**src/rtl/cpu_pkg.sv**
```systemverilog
// Shared CPU front-end types and constants: data width, NOP encoding and the fetch FIFO entry.
package cpu_pkg;

    localparam int unsigned XLEN       = 32;
    localparam int unsigned OPC_W      = 4;
    localparam int unsigned REG_W      = 6;
    localparam int unsigned FIFO_DEPTH = 2;
    localparam int unsigned CNT_W      = 2;

    localparam logic [XLEN-1:0] NOP_INST = 32'h0;

    typedef struct packed {
        logic [XLEN-1:0] pc;
        logic [XLEN-1:0] inst;
    } fetch_entry_t;

endpackage

```
**src/rtl/if_fetch_fifo.sv**
```systemverilog
// Two-entry prefetch FIFO of {pc, inst} pairs; flush wins over push.
module fetch_fifo
    import cpu_pkg::*;
(
    input  logic               clk,
    input  logic               rst,
    input  logic               push,
    input  logic               pop,
    input  logic               flush,
    input  fetch_entry_t       din,
    output logic [CNT_W-1:0]   count,
    output fetch_entry_t       head
);

    fetch_entry_t       mem_q [FIFO_DEPTH];
    fetch_entry_t       mem_d [FIFO_DEPTH];
    logic               rd_ptr_q, rd_ptr_d;
    logic               wr_ptr_q, wr_ptr_d;
    logic [CNT_W-1:0]   count_q, count_d;

    always_comb begin
        mem_d    = mem_q;
        rd_ptr_d = rd_ptr_q;
        wr_ptr_d = wr_ptr_q;
        count_d  = count_q;
        if (flush) begin
            rd_ptr_d = 1'b0;
            wr_ptr_d = 1'b0;
            count_d  = '0;
        end else begin
            if (push) begin
                mem_d[wr_ptr_q] = din;
                wr_ptr_d        = ~wr_ptr_q;
            end
            if (pop) begin
                rd_ptr_d = ~rd_ptr_q;
            end
            count_d = count_q + CNT_W'(push) - CNT_W'(pop);
        end
    end

    always_ff @(posedge clk) begin
        if (rst) begin
            rd_ptr_q <= 1'b0;
            wr_ptr_q <= 1'b0;
            count_q  <= '0;
        end else begin
            rd_ptr_q <= rd_ptr_d;
            wr_ptr_q <= wr_ptr_d;
            count_q  <= count_d;
        end
    end

    // Payload storage needs no reset; it is only observed while count is non-zero.
    always_ff @(posedge clk) begin
        mem_q <= mem_d;
    end

    assign count = count_q;
    assign head  = mem_q[rd_ptr_q];

endmodule

```
**src/rtl/if_fetch.sv**
```systemverilog
// Instruction-fetch stage: PC, memory credits, redirect squash and prefetch FIFO.
// Optional IF_FETCH_PERF_EN adds fetched/bubble/squashed event counters.
module if_fetch
    import cpu_pkg::*;
#(
    parameter logic [XLEN-1:0] RESET_PC = 32'h0000_0000,
    parameter logic [XLEN-1:0] PC_STEP  = 32'd1
) (
    input  logic             clk,
    input  logic             rst,
    input  logic             stall,
    input  logic             redirect_valid,
    input  logic [XLEN-1:0]  redirect_pc,
    output logic             imem_req,
    output logic [XLEN-1:0]  imem_addr,
    input  logic [XLEN-1:0]  imem_rdata,
    output logic             out_valid,
    output logic [XLEN-1:0]  out_pc,
    output logic [XLEN-1:0]  out_inst
`ifdef IF_FETCH_PERF_EN
    ,
    output logic [XLEN-1:0]  perf_fetched,
    output logic [XLEN-1:0]  perf_bubbles,
    output logic [XLEN-1:0]  perf_squashed
`endif
);

    logic [XLEN-1:0]  pc_q, pc_d;
    logic [XLEN-1:0]  fly_pc_q, fly_pc_d;
    logic [XLEN-1:0]  last_pc_q, last_pc_d;
    logic             inflight_q, inflight_d;
    logic             squash_q, squash_d;

    logic             pop, push, flush, issue;
    logic [CNT_W-1:0] count;
    fetch_entry_t     head;
    fetch_entry_t     resp_entry;

    // Credit check: buffered + landing entries, minus this cycle's pop, must leave room.
    always_comb begin
        out_valid  = (count != '0);
        pop        = out_valid && !stall && !redirect_valid;
        push       = inflight_q && !squash_q;
        flush      = rst || redirect_valid;
        issue      = !rst && !redirect_valid &&
                     ((3'(count) + 3'(inflight_q)) < (3'd2 + 3'(pop)));
        resp_entry = '{pc: fly_pc_q, inst: imem_rdata};

        pc_d       = pc_q;
        fly_pc_d   = fly_pc_q;
        last_pc_d  = last_pc_q;
        inflight_d = issue;
        squash_d   = 1'b0;
        if (redirect_valid) begin
            pc_d     = redirect_pc;
            squash_d = inflight_q;
        end else if (issue) begin
            pc_d     = pc_q + PC_STEP;
            fly_pc_d = pc_q;
        end
        if (pop) begin
            last_pc_d = head.pc;
        end

        imem_req  = issue;
        imem_addr = pc_q;
        out_pc    = out_valid ? head.pc   : last_pc_q;
        out_inst  = out_valid ? head.inst : NOP_INST;
    end

    always_ff @(posedge clk) begin
        if (rst) begin
            pc_q       <= RESET_PC;
            fly_pc_q   <= RESET_PC;
            last_pc_q  <= RESET_PC;
            inflight_q <= 1'b0;
            squash_q   <= 1'b0;
        end else begin
            pc_q       <= pc_d;
            fly_pc_q   <= fly_pc_d;
            last_pc_q  <= last_pc_d;
            inflight_q <= inflight_d;
            squash_q   <= squash_d;
        end
    end

    fetch_fifo u_fifo (
        .clk   (clk),
        .rst   (rst),
        .push  (push),
        .pop   (pop),
        .flush (flush),
        .din   (resp_entry),
        .count (count),
        .head  (head)
    );

`ifdef IF_FETCH_PERF_EN
    logic [XLEN-1:0] fetched_q, fetched_d;
    logic [XLEN-1:0] bubbles_q, bubbles_d;
    logic [XLEN-1:0] squashed_q, squashed_d;

    // Dropped work = flushed FIFO entries plus a landing response that is not pushed.
    always_comb begin
        fetched_d  = fetched_q + XLEN'(pop);
        bubbles_d  = bubbles_q + XLEN'(!out_valid && !stall);
        squashed_d = squashed_q
                   + (redirect_valid ? XLEN'(count) : '0)
                   + XLEN'(inflight_q && (redirect_valid || squash_q));
    end

    always_ff @(posedge clk) begin
        if (rst) begin
            fetched_q  <= '0;
            bubbles_q  <= '0;
            squashed_q <= '0;
        end else begin
            fetched_q  <= fetched_d;
            bubbles_q  <= bubbles_d;
            squashed_q <= squashed_d;
        end
    end

    assign perf_fetched  = fetched_q;
    assign perf_bubbles  = bubbles_q;
    assign perf_squashed = squashed_q;
`endif

endmodule

```
**config.mk**
```make
export PLATFORM = sky130hd
export DESIGN_NAME = if_fetch
export DESIGN_NICKNAME = d
export VERILOG_FILES = /design/src/rtl/cpu_pkg.sv /design/src/rtl/if_fetch_fifo.sv /design/src/rtl/if_fetch.sv
export SDC_FILE = /design/constraint.sdc
export NUM_CORES = 1
export LEC_CHECK = 0
export ABC_AREA = 1
export CAP_MARGIN = 20
export CORE_ASPECT_RATIO = 0.5
export CORE_MARGIN = 4
export CORE_UTILIZATION = 49
export DETAILED_ROUTE_END_ITERATION = 8
export PLACE_DENSITY = 0.78
export SYNTH_ARGS = -nofsm -noshare
export SYNTH_HDL_FRONTEND = slang
export SYNTH_HIERARCHICAL = 1
export SYNTH_SLANG_ARGS = --single-unit
```
**constraint.sdc**
```tcl
create_clock -name clk -period 16.9 [get_ports clk]
set_input_delay 5.07 -clock clk [delete_from_list [all_inputs] [get_ports clk]]
set_output_delay 5.07 -clock clk [all_outputs]
set_load 0.01 [all_outputs]
```
Word-level counts from Yosys, hierarchy flattened
Index checks and enable logic that the tools add are counted.
Storage, ports and cells
  flip-flop bits (word level): 230
  output and inout port bits: 98
  logic and storage cells: 54
Operators by class
  $add $sub $neg: 5
  order comparisons: 4
  bitwise gates (word level): 6
  reductions and logical operators: 17
  muxes and demuxes: 10
Operators with widths (number)
  2-to-1 mux 64 bit: 4
  bitwise mux 128 bit: 1
  2-to-1 mux 32 bit: 4
  demux 64 bit (select 1 bit): 1
  adder 32 x 1 -> 32 bit (second input constant): 1
  logical AND 1 bit: 6
  greater-or-equal comparator 2 bit (second input constant): 2
  logical NOT 1 bit: 4
  inverter 1 bit: 4
  inverter 1 -> 2 bit: 2
  AND reduction 2 bit: 2
  nonzero test 2 bit: 2
  OR reduction 2 bit: 2
  adder 2 x 1 -> 3 bit: 1
  adder 2 x 1 -> 3 bit (first input constant): 1
  < comparator 3 bit: 1
  adder 2 x 1 -> 2 bit: 1
  < comparator 2 x 1 -> 1 bit (second input constant): 1
  subtractor 2 x 1 -> 2 bit: 1
  logical OR 1 bit: 1

Longest topological paths before layout
Gate-level depths: netlist of the first run.
  depth in word-level cells: 8
  gate-level depth with buffers: 14
  mapped depth without buffers: 12

By module
Netlist of the first run, hierarchy kept.
By module, submodules not included
  if_fetch: cells each 839, times used 1, sequential area each 1961.9 sq um, area an instance 5280.1 sq um
  fetch_fifo: cells each 226, times used 1, sequential area each 3923.8 sq um, area an instance 5047.3 sq um

Worst setup path after synthesis of the first run
No wires, ideal clock.
  path type: input to output
  start: in redirect_valid
  end: out imem_req
  slack: 5911 ps
  arrival time: 5919 ps
  required time: 11830 ps
  stages: 8
  cell sequence: buf_6 inv_4 nand2_2 nor2_2 nand2_4 inv_4 buf_6 buf_4
Between the ends
  cells in the longest elaborated chain, start to end: 5
  elaborated cells between the ends (all ways): 6
  those cells by class: add/sub: 1; order compare: 1; reduce/logical: 4
Ends and longest elaborated chain
  start, declared: RTL line if_fetch.sv:12  | input logic redirect_valid,
  logical NOT 1 bit (*): RTL line if_fetch.sv:42, if_fetch.sv:45
  logical AND 1 bit: RTL line if_fetch.sv:42  | pop = out_valid && !stall && !redirect_valid;
  adder 2 x 1 -> 3 bit: RTL line if_fetch.sv:46  | ((3'(count) + 3'(inflight_q)) < (3'd2 + 3'(pop)));
  < comparator 3 bit: RTL line if_fetch.sv:46
  logical AND 1 bit (*): RTL line if_fetch.sv:45  | issue = !rst && !redirect_valid &&
  end, declared: RTL line if_fetch.sv:14  | output logic imem_req,
Every way passes the cells marked *; elsewhere a longest branch is shown, timed or not.

Worst setup path after layout of the first run
  start: in rst
  end: out imem_req
Between the ends
  cells in the longest elaborated chain, start to end: 3
Ends and longest elaborated chain
  start, declared: RTL line if_fetch.sv:10  | input logic rst,
  logical NOT 1 bit: RTL line if_fetch.sv:45
  logical AND 1 bit (2 in a row): RTL line if_fetch.sv:45
Every way passes these cells.

==> results of run 1 <==
## tightest hold or removal path, delay by kind of cell (launching register included)
| family | cells | cell delay [ns] |
|---|---|---|
| buffers and inverters | 1 | 0.05 |
| AOI/OAI and AO/OA | 1 | 0.05 |
| DFF | 1 | 0.30 |
## sequential cells by signal, indices dropped and copies added, names as in the netlist
name,count
imem_addr,32
last_pc_q,32
u_fifo/mem_q,128
squash_q,1
u_fifo/wr_ptr_q,1
inflight_q,1
u_fifo/count,2
u_fifo/rd_ptr_q,1
fly_pc_q,32
## power groups by stage
stage	logic, mW	registers, mW	clock network, mW
3_5_place_dp	0.0859	0.630	0
6_report	0.0874	0.619	0.537
4_1_cts	0.0871	0.618	0.544
3_3_place_gp	0.0837	0.629	0
5_1_grt	0.0960	0.620	0.567
2_1_floorplan	0.0426	0.628	0
## cells by family after synthesis
kind of cell	share of synthesized area [%]
XOR/XNOR	0.509
buffers and inverters	8.29
multiplexers	8.80
AND/OR/NAND/NOR	15.6
adder cells (fa/ha/maj)	0.606
flip-flops	57.0
AO/OA/AOI/OAI	9.18
## routing by layer
layer / up-vias / global-route usage, % / part of all wire [%]
met1: 3680 / 28.9 / 46
met4: 0 / 4.18 / 1.7
met2: 258 / 32.5 / 46
met5: - / 0 / 0
li1: 3812 / - / -
met3: 34 / 3.08 / 6.0
## area by class of cell
type | instances | area [um^2] | share of cell area [%]
Timing Repair Buffer | 174 | 1750 | 13.6
Tap cell | 273 | 342 | 2.64
Clock buffer | 28 | 646 | 5.00
Clock inverter | 12 | 154 | 1.19
Inverter | 142 | 538 | 4.16
Sequential cell | 230 | 5890 | 45.6
Multi-Input combinational cell | 641 | 3600 | 27.9
## cells in the final DEF, fill, tap and decap left out, types with 2 or more instances in the layout
cell type	netlist	layout
nand2_2	6	7
nor2_1	82	82
a21oi_1	83	83
inv_4	2	2
clkinvlp_4	0	2
nor2_2	9	9
clkinv_2	0	4
mux2_4	50	50
nor2_4	5	5
bufinv_16	0	3
clkdlybuf4s50_1	0	165
nand2_1	190	189
xor2_1	2	2
o21ai_0	102	102
mux2_2	14	14
inv_1	139	139
dfxtp_1	102	101
o211ai_1	2	2
clkbuf_16	0	24
nand3_1	78	78
edfxtp_1	128	128
ha_1	5	5
buf_4	8	7
nor3_2	0	2
clkbuf_8	0	3
nor3_1	4	2
xnor2_1	4	4
## worst paths after layout
kind / from / to / slack, ns / cells past startpoint
min: last_pc_q[18] / last_pc_q[18] / 0.45 / 2
max reg2reg: u_fifo/count[1] / imem_addr[14] / 14.19 / 12
max: rst / imem_req / 3.58 / 9
min reg2reg: last_pc_q[18] / last_pc_q[18] / 0.45 / 2
## stage by stage
stage,worst slack [ns],power (mW),cell area [um^2],hold slack (ns)
3_5_place_dp,3.14,0.716,12100,0.438
3_3_place_gp,3.27,0.713,12100,0.431
6_report,3.58,1.24,12900,0.446
4_1_cts,3.13,1.25,12900,0.449
5_1_grt,3.39,1.28,12900,0.459
2_1_floorplan,5.91,0.671,10300,0.420
==> impl_metrics.py, run 1 <==
metrics = {
    "die": {
        "rows": 37,
        "coreArea_um2": 20600,
        "die_height_um": 111,
        "io_pins": 166,
        "die_w_um": 213,
        "die-area_um2": 23600,
        "start_util_pct": 50.0,
    },
    "power_and_ir_drop": {
        "p_leak_nw": 4.85,
        "p_int_uw": 965,
        "net-switching-power_uw": 278,
        "sw_frac_of_total_pct": 22.3,
        "power_density_nw_per_um2": 96.2,
        "ir_drop_mv": 0.0648,
        "clkPwrFrac_pct": 43.2,
        "pwr-share-seq_pct": 49.8,
        "pwr-share-comb_pct": 7.0,
    },
    "clocking": {
        "path_clk_slew_ns": 0.06,
        "cts_tree": "built",
        "clockBufferDepth": 3,
        "postCtsResizedCells": 0,
        "post-cts-setup-buffer-count": 0,
        "cts_buffers": 22,
        "clock_latency_ns": 0.51,
        "clock-root-buffer": "clkbuf_16",
        "cts_sinks": 230,
        "htree_levels": 1,
        "hold_buffers": 0,
    },
    "timing": {
        "grt_setup_unrepaired": "no",
        "hold_viol": 0,
        "drv_slew": 0,
        "relSlewSlack_pct": 33.4,
        "setup_viol": 0,
        "max_freq_ghz": 0.0751,
        "period_share_pct": 78.8,
        "finalCriticalPeriod_ns": 13.32,
        "worst_pin_slew_ns": 0.998,
        "fin_tns_setup_ns": 0,
        "skew_ns": 0.0151,
    },
    "setup_path": {
        "arrival_ns": 8.25,
        "crit_path_end_kind": "output port",
        "cpPeakStageDelay_ns": 0.68,
        "start_kind": "input pin",
        "path_cells": "clkdlybuf4s50_1, buf_4, inv_2, buf_12, nand2_2, nor2_2, nand2_4, inv_4, clkdlybuf4s50_1",
        "crit_type": "input pin to output port",
        "crit_path_frequent_cell": "clkdlybuf4s50_1",
        "slowest_stage": "inv_4",
        "cp.required_ns": 11.83,
        "cp_max_fo": 87,
        "cp_top_family": "buffers and inverters",
        "crit_buf_inv": 6,
    },
    "grt": {
        "gr-total-overflow": 0,
        "first_global_vias": 7559,
        "grt_pass1_wl_um": 38800,
        "grt_use_total_pct": 20.1,
        "antenna_found_initial": 0,
        "grt_max_degree": 88,
    },
    "finish": {
        "antennaDiodeCount": 0,
        "area_growth_pct": 25.1,
        "nets": 1284,
        "fill_cells": 1664,
        "drive_above_1_share_pct": 11.3,
        "final_util_pct": 62.6,
        "final_cells": 1500,
    },
    "place": {
        "place_hpwl_um": 15900,
        "io_buffers": 165,
        "place_inst": 1458,
        "place_congestion": 0.844,
    },
    "synth": {
        "syn-mean-instance-area_um2": 9.70,
        "synth_cell_types": 32,
        "synth.net_count": 1138,
        "yosysMostFrequentCell": "nand2_1",
        "synth_enable_flop_cells": 128,
        "synth_area_leaders": "edfxtp_1 (37%), dfxtp_1 (20%), mux2_4 (7.3%)",
        "yosysTopAreaCellShare_pct": 37.2,
        "async_flop_share_pct": 0,
        "netlist_area_um2": 10300,
        "ys_seq_area_share_pct": 57.0,
        "synth_top_flop_cell": "edfxtp_1",
        "synth_top_area_cell": "edfxtp_1",
        "synthCells": 1065,
        "synthTopCellsByCount": "nand2_1 (190), inv_1 (139), edfxtp_1 (128)",
        "yosysWarnings": 6,
        "ys_ff_latch": 230,
    },
    "drt": {
        "vias_per_cell": 5.19,
        "detail-route-antenna-nets": 0,
        "drt_iter0_markers": 776,
        "route.detailed.drc": 0,
        "routed_wl_um": 24600,
        "first_pass_iters": 5,
        "num_vias": 7784,
        "post_drt_wl_per_cell_um": 16.4,
    },
    "run_status": {
        "status": "finished clean",
    },
    "min_path": {
        "hold_class": "flop to flop",
    },
    "job": {
        "cap_violations": 0,
    },
}
Note: power is estimated with default switching activity, not from simulation.
==> run 2, diff against run 1 <==
--- a/config.mk
+++ b/config.mk
@@ -11,7 +11,7 @@
 export CORE_MARGIN = 4
 export CORE_UTILIZATION = 49
 export DETAILED_ROUTE_END_ITERATION = 8
-export PLACE_DENSITY = 0.78
+export PLACE_DENSITY = 0.81
 export SYNTH_ARGS = -nofsm -noshare
 export SYNTH_HDL_FRONTEND = slang
 export SYNTH_HIERARCHICAL = 1
==> constraint.sdc (replaced) <==
create_clock -name clk -period 10.9 [get_ports clk]
set_input_delay 3.27 -clock clk [delete_from_list [all_inputs] [get_ports clk]]
set_output_delay 3.27 -clock clk [all_outputs]
set_load 0.01 [all_outputs]
==> impl_metrics.py, run 2 (same netlist as run 1, synthesis figures left out) <==
metrics = {
    "finish": {
        "final_cells": 1501,
        "largest-register": "u_fifo/mem_q",
        "final_cell_mix": "nand2_1 (189), clkdlybuf4s50_1 (165), inv_1 (139)",
        "area_growth_pct": 24.3,
        "fill_cells": 1678,
        "largest_register_ffs": 128,
        "final_cell_area_um2": 12800,
        "nets": 1285,
        "drive_above_1_share_pct": 11.4,
        "final_util_pct": 62.2,
        "layout_commonest_cell": "nand2_1",
        "seq_area_um2": 5890,
        "antennaDiodeCount": 0,
        "multi_input_area_um2": 3600,
    },
    "grt": {
        "gr-total-overflow": 0,
        "grt_pass1_wl_um": 39400,
        "grt_max_degree": 87,
        "grt_use_total_pct": 20.5,
        "first_global_vias": 7584,
        "antenna_found_initial": 0,
    },
    "clocking": {
        "path_clk_slew_ns": 0.06,
        "post-cts-setup-buffer-count": 0,
        "clock_latency_ns": 0.51,
        "postCtsResizedCells": 0,
        "hold_buffers": 0,
        "htree_levels": 1,
        "cts_sinks": 230,
        "clockBufferDepth": 3,
        "cts_tree": "built",
        "clock-root-buffer": "clkbuf_16",
        "cts_buffers": 22,
    },
    "setup_path": {
        "arrival_ns": 5.51,
        "cp_max_fo": 37,
        "slowest_stage": "clkdlybuf4s50_1",
        "path_cells": "clkdlybuf4s50_1, buf_4, inv_4, nand2_2, nor2_2, nand2_4, inv_4, clkdlybuf4s50_1",
        "rr_worst_depth": 10,
        "start_kind": "input pin",
        "crit_type": "input pin to output port",
        "cp.required_ns": 7.63,
        "crit_path_end_kind": "output port",
        "cpPeakStageDelay_ns": 0.54,
    },
    "place": {
        "io_buffers": 165,
        "place_inst": 1460,
        "place_congestion": 0.885,
        "place_hpwl_um": 16200,
        "dpl_cell_area_um2": 12100,
    },
    "run_status": {
        "status": "finished clean",
    },
    "timing": {
        "period_share_pct": 80.6,
        "fin_tns_setup_ns": 0,
        "drv_slew": 0,
        "max_freq_ghz": 0.114,
        "hold_viol": 0,
        "whs_ns": 0.449,
        "worst_pin_slew_ns": 0.923,
        "skew_ns": 0.0145,
        "setup_viol": 0,
        "grt_setup_unrepaired": "no",
        "finalCriticalPeriod_ns": 8.78,
        "relSlewSlack_pct": 38.5,
    },
    "drt": {
        "first_pass_iters": 5,
        "drt_iter0_markers": 663,
        "route.detailed.drc": 0,
        "vias_per_cell": 5.20,
        "num_vias": 7798,
        "post_drt_wl_per_cell_um": 16.5,
        "detail-route-antenna-nets": 0,
        "routed_wl_um": 24700,
    },
    "min_path": {
        "hold_class": "flop to flop",
        "min_path_cells": 2,
    },
    "power_and_ir_drop": {
        "power_density_nw_per_um2": 145,
        "p_leak_nw": 4.82,
        "ir_drop_mv": 0.0987,
    },
    "die": {
        "io_pins": 166,
        "die-area_um2": 23600,
        "start_util_pct": 50.0,
        "rows": 37,
        "die_height_um": 111,
        "coreArea_um2": 20600,
        "die_w_um": 213,
    },
    "job": {
        "cap_violations": 0,
    },
}
## run 2: cell count changes in the layout (fill, tap and decap cells not counted), sizes merged
cell,change
clkinv,+2
clkbuf,-2
inv,+1
bufinv,-2
buf,+1
clkinvlp,+1
## run 2: layer usage
metal	global-route usage (%)	routed length [um]	up-vias
li1	-	-	3809
met1	29.2	11100	3654
met2	33.0	11300	291
met3	3.31	1680	44
met4	5.28	546	0
met5	0	0	-
## run 2: where the power goes
group          internal, mW  switching [mW]
registers             0.937          0.0215
clock network         0.433           0.330
logic                0.0657          0.0712
total                  1.44           0.422
## run 2: worst max-delay path: cells and delay by family
family        cells  cell delay (ns)
simple gates      3             0.60
buf+inv           5             1.61
## run 2: stage by stage
stage,power [mW],setup slack [ns]
final,1.86,2.12
after floorplan,1.04,2.36
after global routing,1.93,2.00
after CTS,1.87,2.13
after global placement,1.11,2.19
after detailed placement,1.11,2.14
## run 2: final cells by class
cell class / instances / area share, %
inverters: 142 / 4.19
clock buffers: 26 / 4.81
flip-flops and latches: 230 / 45.9
clock inverters: 14 / 0.848
multi-input cells: 641 / 28.0
well taps: 273 / 2.66
repair buffers: 175 / 13.6
## run 2: path summary, 6_finish.rpt
check             startpoint             to  slack (ns)
max           redirect_valid       imem_req        2.12
min            last_pc_q[20]  last_pc_q[20]        0.45
max reg2reg  u_fifo/count[1]   fly_pc_q[15]        7.98
min reg2reg    last_pc_q[20]  last_pc_q[20]        0.45
==> run 3, diff against run 2 <==
--- a/config.mk
+++ b/config.mk
@@ -11,7 +11,7 @@
 export CORE_MARGIN = 4
 export CORE_UTILIZATION = 49
 export DETAILED_ROUTE_END_ITERATION = 8
-export PLACE_DENSITY = 0.81
+export PLACE_DENSITY = 0.78
 export SYNTH_ARGS = -nofsm -noshare
 export SYNTH_HDL_FRONTEND = slang
 export SYNTH_HIERARCHICAL = 1
==> constraint.sdc (replaced) <==
create_clock -name clk -period 8.8 [get_ports clk]
set_input_delay 2.64 -clock clk [delete_from_list [all_inputs] [get_ports clk]]
set_output_delay 2.64 -clock clk [all_outputs]
set_load 0.01 [all_outputs]
==> impl_metrics.py, run 3 (same netlist as run 1, synthesis figures left out) <==
metrics = {
    "run_status": {
        "status": "finished clean",
    },
    "finish": {
        "area_growth_pct": 23.8,
        "final_cell_mix": "nand2_1 (189), clkdlybuf4s50_1 (165), inv_1 (139)",
        "antennaDiodeCount": 0,
        "largest_register_ffs": 128,
        "layout_commonest_cell": "nand2_1",
        "nets": 1284,
        "largest-register": "u_fifo/mem_q",
        "drive_above_1_share_pct": 11.1,
        "final_cell_area_um2": 12800,
    },
    "timing": {
        "worst_pin_slew_ns": 1.03,
        "max_freq_ghz": 0.132,
        "finalCriticalPeriod_ns": 7.55,
        "drv_slew": 0,
        "relSlewSlack_pct": 31.6,
        "fin_tns_setup_ns": 0,
        "period_share_pct": 85.8,
        "setup_viol": 0,
        "skew_ns": 0.00830,
        "hold_viol": 0,
        "grt_setup_unrepaired": "no",
        "whs_ns": 0.446,
    },
    "grt": {
        "grt_max_degree": 87,
        "grt_pass1_wl_um": 38800,
        "antenna_found_initial": 1,
        "first_global_vias": 7455,
        "grt_use_total_pct": 20.1,
        "gr-total-overflow": 0,
    },
    "setup_path": {
        "start_kind": "input pin",
        "r2r_slack_ns": 5.88,
        "crit_path_end_kind": "output port",
        "rr_worst_depth": 10,
        "crit_type": "input pin to output port",
        "arrival_ns": 4.91,
        "reg2reg_from": "u_fifo/count[1]",
        "cp_max_fo": 36,
        "cp.required_ns": 6.16,
        "cp-startpoint": "redirect_valid",
        "worstReg2RegEnd": "fly_pc_q[15]",
    },
    "power_and_ir_drop": {
        "total_power_mw": 2.26,
        "p_leak_nw": 4.80,
        "ir_drop_mv": 0.0937,
        "power_density_nw_per_um2": 177,
    },
    "place": {
        "io_buffers": 165,
        "place_congestion": 0.877,
        "dpl_cell_area_um2": 12100,
        "place_hpwl_um": 15800,
    },
    "clocking": {
        "clock-root-buffer": "clkbuf_16",
        "cts_buffers": 21,
        "hold_buffers": 0,
        "cts_sinks": 230,
        "clockBufferDepth": 3,
        "htree_levels": 1,
        "cts_tree": "built",
        "path_clk_slew_ns": 0.06,
        "clock_latency_ns": 0.49,
        "post-cts-setup-buffer-count": 0,
        "postCtsResizedCells": 0,
    },
    "drt": {
        "routed_wl_um": 24400,
        "first_pass_iters": 5,
        "route.met2.wl_um": 11100,
        "post_drt_wl_per_cell_um": 16.3,
        "drt_iter0_markers": 594,
        "detail-route-antenna-nets": 0,
        "route.detailed.drc": 0,
        "top_layer": "met5",
        "vias_per_cell": 5.11,
        "wl_met1_um": 11500,
        "met3_length_um": 1280,
        "num_vias": 7659,
    },
    "min_path": {
        "hold_end": "last_pc_q[16]",
        "min_from": "last_pc_q[16]",
        "min_path_cells": 2,
        "hold_class": "flop to flop",
    },
    "die": {
        "die_w_um": 213,
        "io_pins": 166,
        "die_height_um": 111,
        "rows": 37,
        "start_util_pct": 50.0,
        "coreArea_um2": 20600,
        "die-area_um2": 23600,
    },
    "job": {
        "cap_violations": 0,
    },
}
[run 3: final cells by class]
class | count | area, um^2
inverter | 142 | 538
fill | 1695 | 7860
multi-input combinational | 641 | 3600
tap | 273 | 342
sequential | 230 | 5890
clock buffer | 24 | 558
timing repair buffer | 175 | 1750
clock inverter | 13 | 118
[run 3: critical path: stages]
cell	delay [ns]
clkdlybuf4s50_1	0.43
buf_4	0.27
inv_4	0.29
nand2_2	0.18
nor2_2	0.18
nand2_4	0.26
inv_4	0.12
clkdlybuf4s50_1	0.54
[run 3: worst max path at each step]
stage / cells after the start / slack (ns) / endpoint
after floorplan: 4 / 0.89 / u_fifo/mem_q[100]
after CTS: 8 / 1.22 / imem_req
final: 8 / 1.25 / imem_req
after global routing: 8 / 1.10 / imem_req
after global placement: 8 / 1.30 / imem_req
after detailed placement: 8 / 1.23 / imem_req
[run 3: per-layer routing]
layer | vias up | global-route usage, %
li1 | 3807 | -
met1 | 3595 | 28.7
met2 | 218 | 32.7
met3 | 37 | 3.17
met4 | 2 | 4.09
met5 | - | 0
[run 3: per-stage QoR]
| step | setup slack (ns) | std cells | util, % |
|---|---|---|---|
| 6_report | 1.25 | 1498 | 61.9 |
| 5_1_grt | 1.10 | 1498 | 61.9 |
| 4_1_cts | 1.22 | 1497 | 61.8 |
| 3_5_place_dp | 1.23 | 1460 | 58.5 |
| 3_3_place_gp | 1.30 | 1460 | 58.5 |
| 2_1_floorplan | 0.891 | 1065 | - |
[run 3: power by group]
group / leakage (nW) / total (mW) / internal [mW] / switching [mW]
clock: 0.339 / 0.906 / 0.516 / 0.390
sequential: 2.01 / 1.19 / 1.16 / 0.0253
combinational: 2.45 / 0.170 / 0.0814 / 0.0886
